[src/rtl/mem_arbiter.sv]
// Arbiter sharing one single-port memory bus between instruction fetch and data access,
// with bounded fetch starvation and a watchdog that aborts hung transfers.
module mem_arbiter #(
    parameter int STARVE_MAX = 4,
    parameter int TIMEOUT    = 255,
    parameter int CNT_W      = 8
) (
    input  logic        clk,
    input  logic        rst,
    input  logic        if_ce_i,
    input  logic [31:0] if_addr_i,
    output logic [31:0] if_data_o,
    output logic        if_stall_o,
    input  logic        dm_ce_i,
    input  logic        dm_we_i,
    input  logic [3:0]  dm_sel_i,
    input  logic [31:0] dm_addr_i,
    input  logic [31:0] dm_wdata_i,
    output logic [31:0] dm_rdata_o,
    output logic        dm_stall_o,
    output logic        mem_req_o,
    output logic        mem_we_o,
    output logic [3:0]  mem_sel_o,
    output logic [31:0] mem_addr_o,
    output logic [31:0] mem_wdata_o,
    input  logic [31:0] mem_rdata_i,
    input  logic        mem_ack_i,
    output logic        bus_err_o
);

    localparam int SW = $clog2(STARVE_MAX + 1);
    localparam logic [SW-1:0]    STARVE_LIM = SW'(STARVE_MAX);
    localparam logic [CNT_W-1:0] TMO_LAST   = CNT_W'(TIMEOUT - 1);

    typedef enum logic [1:0] {
        IDLE    = 2'd0,
        BUSY_IF = 2'd1,
        BUSY_DM = 2'd2,
        DONE    = 2'd3
    } state_t;

    state_t           state_r;
    logic             owner_dm_r;
    logic [SW-1:0]    starve_cnt_r;
    logic [CNT_W-1:0] tmo_cnt_r;
    logic             grant_dm_s;
    logic             grant_if_s;
    logic             in_done_s;

    assign grant_dm_s = dm_ce_i && (!if_ce_i || (starve_cnt_r < STARVE_LIM));
    assign grant_if_s = !grant_dm_s && if_ce_i;
    assign in_done_s  = (state_r == DONE);

    // A requester is released only in the single DONE cycle of its own transfer.
    assign if_stall_o = if_ce_i && !(in_done_s && !owner_dm_r);
    assign dm_stall_o = dm_ce_i && !(in_done_s && owner_dm_r);

    // Arbitration FSM, bus registers, starvation and watchdog counters.
    always_ff @(posedge clk) begin
        if (rst) begin
            state_r      <= IDLE;
            owner_dm_r   <= 1'b0;
            starve_cnt_r <= '0;
            tmo_cnt_r    <= '0;
            mem_req_o    <= 1'b0;
            mem_we_o     <= 1'b0;
            mem_sel_o    <= 4'h0;
            mem_addr_o   <= 32'h0;
            mem_wdata_o  <= 32'h0;
            if_data_o    <= 32'h0;
            dm_rdata_o   <= 32'h0;
            bus_err_o    <= 1'b0;
        end else begin
            bus_err_o <= 1'b0;
            case (state_r)
                IDLE: begin
                    tmo_cnt_r <= '0;
                    if (grant_dm_s) begin
                        state_r     <= BUSY_DM;
                        owner_dm_r  <= 1'b1;
                        mem_req_o   <= 1'b1;
                        mem_we_o    <= dm_we_i;
                        mem_sel_o   <= dm_sel_i;
                        mem_addr_o  <= dm_addr_i;
                        mem_wdata_o <= dm_wdata_i;
                        if (!if_ce_i) begin
                            starve_cnt_r <= '0;
                        end else if (starve_cnt_r < STARVE_LIM) begin
                            starve_cnt_r <= starve_cnt_r + SW'(1);
                        end else begin
                            starve_cnt_r <= starve_cnt_r;
                        end
                    end else if (grant_if_s) begin
                        state_r      <= BUSY_IF;
                        owner_dm_r   <= 1'b0;
                        mem_req_o    <= 1'b1;
                        mem_we_o     <= 1'b0;
                        mem_sel_o    <= 4'hF;
                        mem_addr_o   <= if_addr_i;
                        mem_wdata_o  <= 32'h0;
                        starve_cnt_r <= '0;
                    end else begin
                        starve_cnt_r <= '0;
                    end
                end
                BUSY_IF, BUSY_DM: begin
                    // An ack in the final watchdog cycle still wins over the abort.
                    if (mem_ack_i) begin
                        mem_req_o <= 1'b0;
                        state_r   <= DONE;
                        if (!mem_we_o) begin
                            if (owner_dm_r) begin
                                dm_rdata_o <= mem_rdata_i;
                            end else begin
                                if_data_o <= mem_rdata_i;
                            end
                        end
                    end else if (tmo_cnt_r == TMO_LAST) begin
                        mem_req_o <= 1'b0;
                        bus_err_o <= 1'b1;
                        state_r   <= DONE;
                        if (owner_dm_r) begin
                            dm_rdata_o <= 32'h0;
                        end else begin
                            if_data_o <= 32'h0;
                        end
                    end else begin
                        tmo_cnt_r <= tmo_cnt_r + CNT_W'(1);
                    end
                end
                DONE: begin
                    state_r <= IDLE;
                end
                default: begin
                    state_r   <= IDLE;
                    mem_req_o <= 1'b0;
                end
            endcase
        end
    end

endmodule

[config.mk]
export PLATFORM = sky130hd
export DESIGN_NAME = mem_arbiter
export DESIGN_NICKNAME = d
export VERILOG_FILES = /design/src/rtl/mem_arbiter.sv
export SDC_FILE = /design/constraint.sdc
export NUM_CORES = 1
export LEC_CHECK = 0
export CORE_ASPECT_RATIO = 1.5
export CORE_MARGIN = 1
export CORE_UTILIZATION = 40
export DETAILED_ROUTE_END_ITERATION = 10
export MAX_ROUTING_LAYER = met4
export PLACE_DENSITY = 0.76
export SLEW_MARGIN = 20
export SYNTH_ARGS = -nofsm -noshare
export SYNTH_HDL_FRONTEND = slang
export SYNTH_SLANG_ARGS = --single-unit
[constraint.sdc]
create_clock -name clk -period 2 [get_ports clk]
set_input_delay 0.4 -clock clk [delete_from_list [all_inputs] [get_ports clk]]
set_output_delay 0.4 -clock clk [all_outputs]
set_load 0.02 [all_outputs]
# After elaboration in Yosys (flattened, before gate mapping)
# Index checks and enable logic that the tools add are counted.
# totals
register_bits	149
in_bits	138
out_inout_bits	137
# classes
add_sub_neg	2
order_cmp	1
n_eq_ne	10
muxes	36
bitwise_logic	2
reduce_logical	25
# ops
operator	n
$mux 32	14
$mux 8	2
$pmux 8 s2	1
$mux 3	3
$add 8x1->8 const B	1
$eq 8x8->1 const B	1
$mux 1	8
$mux 2	4
$mux 4	2
$reduce_and 4->1	2
$logic_and 1x1->1	6
$ne 2x2->1 const B	3
$ne 3x3->1 const B	2
$pmux 2 s3	1
$reduce_and 2->1	3
$reduce_and 3->1	2
$reduce_bool 2->1	3
$logic_not 1->1	5
$eq 2x2->1 const B	2
$add 3x1->3 const B	1
$lt 3x3->1 const B	1
$ne 3x2->1 const B	1
$reduce_or 3->1	1
$eq 2x1->1 const B	1
other kinds (5)	6

# Depth between registers and ports, before layout
# depth
ltp_word	8
depth_mapped	8
mapped_depth_nobuf	6

# Worst setup path before layout
# No wires, ideal clock.
# synth_path
kind	register to register
from	register state_r[1]
to	register tmo_cnt_r[5]
arrival_time_ns	1.700
setup_slack_ns	0.229
stages_incl_launch_ff	7
n_path_buf	1
period_less_slack_ns	1.771
path_cell_list	dfxtp_1 -> inv_1 -> ha_1 -> buf_4 -> or3b_4 -> or4_1 -> a21oi_1
# synth_via
elab_chain_cells	4
# synth_lines
item	line_no	rtl
start: declaration	42	state_t state_r;
start signal: assignment	61	state_r <= IDLE;
start signal: assignment	79	state_r <= BUSY_DM;
start signal: assignment	94	state_r <= BUSY_IF;
$eq 2x1->1 or $eq 2x2->1 (tied branches)	75	case (state_r)
$reduce_or 2->1	75	
$ne 2x2->1 (no line) or $reduce_bool 2->1 (tied branches)	-	
$reduce_and 3->1 (no line)	-	
end signal: assignment	128	tmo_cnt_r <= tmo_cnt_r + CNT_W'(1);
end: declaration	45	logic [CNT_W-1:0] tmo_cnt_r;
# Parallel ways exist; a longest one is shown, timed or not.
# A chain may end at the register's enable or synchronous reset.

# Final worst setup path
# layout_path
from	register state_r[1]
to	output port if_stall_o
# layout_via
elab_chain_cells	4
# layout_lines
item	line_no	rtl
$eq 2x2->1	52	assign in_done_s = (state_r == DONE);
$logic_and 1x1->1	55	assign if_stall_o = if_ce_i && !(in_done_s && !owner_dm_r);
$logic_not 1->1	55	
$logic_and 1x1->1	55	
end: declaration	13	output logic if_stall_o,
# Every way passes these cells.

==> results.py <==
metrics = {
    "synth": {
        "synth.largest_area_cell": "dfxtp_1",
        "muxShareOfSynthArea_pct": 5.79,
        "synthSimpleGateAreaFrac_pct": 13.5,
        "syn_inst": 674,
        "synth_compound_area_share_pct": 23.2,
        "ys_ff_latch": 149,
        "ys_types": 39,
        "synth-xor-area-share_pct": 0,
        "synthMostInstantiatedCell": "dfxtp_1",
        "ys_seq_area_share_pct": 50.5,
        "synth_area_leaders": "dfxtp_1 (51%), a21oi_1 (6.8%), mux2i_1 (5.6%), nor2_1 (5.2%), o21ai_1 (5.1%)",
        "synth_top_cell_area_share_pct": 50.5,
        "synth_warnings": 0,
        "synth_edf_count": 0,
        "syn-cell-area_sq_um": 5900,
        "ys.flop_type": "dfxtp_1",
        "yosys-top-cells-count": "dfxtp_1 (149), nor2_1 (82), a21oi_1 (80)",
        "async_reset_ff_share_pct": 0,
        "syn_avg_cell_area_sq_um": 8.76,
        "synth_top_family_by_area": "compound AO/OA/AOI/OAI gates",
        "yosys.area_share.adder_pct": 1.27,
        "syn-num-nets": 818,
    },
    "routing": {
        "routed_via_density": 5.08,
        "drc": 0,
        "drtAntennaViolNets": 0,
        "wirelength_mm": 17.2,
        "via_count": 5804,
        "firstDrtPassIters": 5,
        "drt_iter0_drc": 248,
        "wire_per_inst_um": 15.1,
    },
    "global_route": {
        "gr-usage-met1_pct": 26.6,
        "grt_antenna_before_repair": 0,
        "grt_pass1_vias": 5509,
        "grt_use_met3_pct": 4.48,
        "grt_pass1_wl_mm": 26.8,
        "grt_max_degree": 51,
        "grtUsageMet2_pct": 39.7,
        "grt-ovfl-total": 0,
        "grtUsageTotal_pct": 23.1,
        "busiest_layer": "met2",
    },
    "finish": {
        "area_growth_pct": 61.6,
        "utilization_pct": 66.0,
        "fin_nets": 1078,
        "drive_gt1_share_pct": 7.50,
        "antenna_cells": 0,
        "fin_cells": 1143,
        "fillers": 1263,
        "design_area_sq_um": 9540,
    },
    "placed_design": {
        "post-dp-hpwl_mm": 12.1,
        "post-place-ws_ns": -0.109,
        "dp_cells": 1111,
        "port_buffers": 274,
        "placed_area_sq_um": 8930,
        "routabilityCongestion": 0.903,
    },
    "clock_network": {
        "clk_pin_slew_ns": 0.06,
        "clk_latency_ns": 0.41,
        "cts_tree": "done",
        "cts_setup_buffers": 0,
        "clockRootBuffer": "clkbuf_16",
        "htreeDepth": 4,
        "cts_resized": 3,
        "numCtsBuffers": 17,
        "cts.sinks": 149,
        "ctsHoldBuffers": 0,
        "cts.path.max_buffers": 2,
    },
    "sta": {
        "worst_pin_slew_ns": 0.513,
        "timing.final.crit_share_pct": 97.5,
        "setup_viol": 0,
        "rsz0062_at_grt": "false",
        "hold_viol": 0,
        "fin_worst_skew_ns": 0.0128,
        "relSlewSlack_pct": 65.8,
        "fmax_mhz": 513,
        "fin_ws_ns": 0.0499,
        "drv_slew": 0,
        "fin_crit_ns": 1.95,
    },
    "setup_path": {
        "critPathLaunch": "state_r[1]$_SDFFE_PP0P_",
        "reg2reg_from": "state_r[1]$_SDFFE_PP0P_",
        "crit_required_ns": 1.60,
        "cp.arrival_ns": 1.55,
        "worstPathCellList": "ha_1 -> a21boi_0 -> dlygate4sd2_1",
        "critPathBufInv": 1,
        "cp_slowest_stage_delay_ns": 0.35,
        "cp-start-kind": "register",
        "slowest_stage": "dlygate4sd2_1",
        "crit_path_end_kind": "output port",
        "cp_max_fo": 5,
        "critPathKind": "register to output port",
        "crit_family": "buffers and inverters",
    },
    "floorplanning": {
        "io_pins": 275,
        "rows": 54,
        "dieArea_sq_um": 15300,
        "start_util_pct": 40.8,
        "die_w_um": 101,
        "core_sq_um": 14500,
        "die_h_um": 151,
    },
    "flow_run": {
        "max-cap-violations": 0,
    },
    "status": {
        "status": "finished, final reports clean",
    },
    "power_and_ir_drop": {
        "powerDensity_nw_per_um2": 1220,
        "power_leakage_nw": 3.50,
        "vdd_drop_max_v": 0.000761,
        "power_mw": 11.6,
    },
    "min_path": {
        "hp-start": "dm_rdata_o[3]$_SDFFE_PP0P_",
        "hp-class": "register to register",
    },
}
[worst paths after layout]
check,endpoint,slack (ns),depth (start not counted)
setup reg to reg,tmo_cnt_r[5]$_SDFFE_PP0P_,0.16,5
hold / removal,dm_rdata_o[3]$_SDFFE_PP0P_,0.46,2
hold reg to reg,dm_rdata_o[3]$_SDFFE_PP0P_,0.46,2
setup / recovery,if_stall_o,0.05,3
[layout make-up]
cell class | instances | area, sq um | area share, %
repair buffers | 300 | 3060 | 32.1
flip-flops and latches | 149 | 2980 | 31.3
multi-input cells | 460 | 2630 | 27.5
clock buffers | 21 | 450 | 4.72
well taps | 196 | 245 | 2.57
clock inverters | 11 | 151 | 1.59
inverters | 6 | 22.5 | 0.236
[state kept, by name (all words and copies together), names as in the netlist]
signal	flops
dm_rdata_o	32
state_r	2
mem_sel_o	4
bus_err_o	1
tmo_cnt_r	8
mem_we_o	1
mem_addr_o	32
mem_wdata_o	32
if_data_o	32
mem_req_o	1
owner_dm_r	1
starve_cnt_r	3
[cells in the final DEF (no fill, tap or decap), types with 2 or more instances in the layout]
cell type and count:
clkinv_4 2, clkinvlp_4 4, a21boi_0 2, nor3_1 8
buf_4 17, nor2_2 2, a211oi_1 36, o21ai_2 3
o21ai_0 8, nand3_1 4, mux2i_1 33, bufinv_16 3
clkdlybuf4s50_1 271, or4_1 3, nand4_1 3, and3_1 2
nand2_1 75, nand2b_1 4, a21oi_1 80, dfxtp_1 149
o21ai_1 59, nor2_1 80, buf_12 10, inv_1 6
ha_1 5, clkbuf_16 17, a31oi_1 4, a22oi_1 33
clkbuf_1 3
[routing by layer]
| layer | part of all wire [%] | up-vias |
|---|---|---|
| li1 | - | 2893 |
| met1 | 41 | 2683 |
| met2 | 51 | 207 |
| met3 | 5.5 | 21 |
| met4 | 2.1 | 0 |
| met5 | 0 | - |
[through the flow]
| step | hold WS (ns) | setup TNS [ns] |
|---|---|---|
| floorplan | 0.450 | 0 |
| global placement | 0.448 | -0.147 |
| detailed placement | 0.458 | -0.208 |
| CTS | 0.444 | 0 |
| global route | 0.463 | 0 |
| finish | 0.464 | 0 |
[worst min-delay path: cells and delay by family, from the launching register on]
kind	cells	cell delay, ns
AOI/OAI and AO/OA	2	0.10
DFF	1	0.32
[report_power, final]
part	switching (mW)	internal (mW)	total (mW)
clock network	1.22	2.00	3.23
logic	2.52	2.04	4.56
registers	0.296	3.53	3.82
[cells by family (layout without fill, tap and decap cells)]
logic type / after synthesis / after routing
compound gates: 230 / 230
simple gates: 190 / 190
flops: 149 / 149
buf+inv: 65 / 338
mux: 34 / 34
fa+ha+maj: 6 / 6
(Power assumes the default switching activity.)
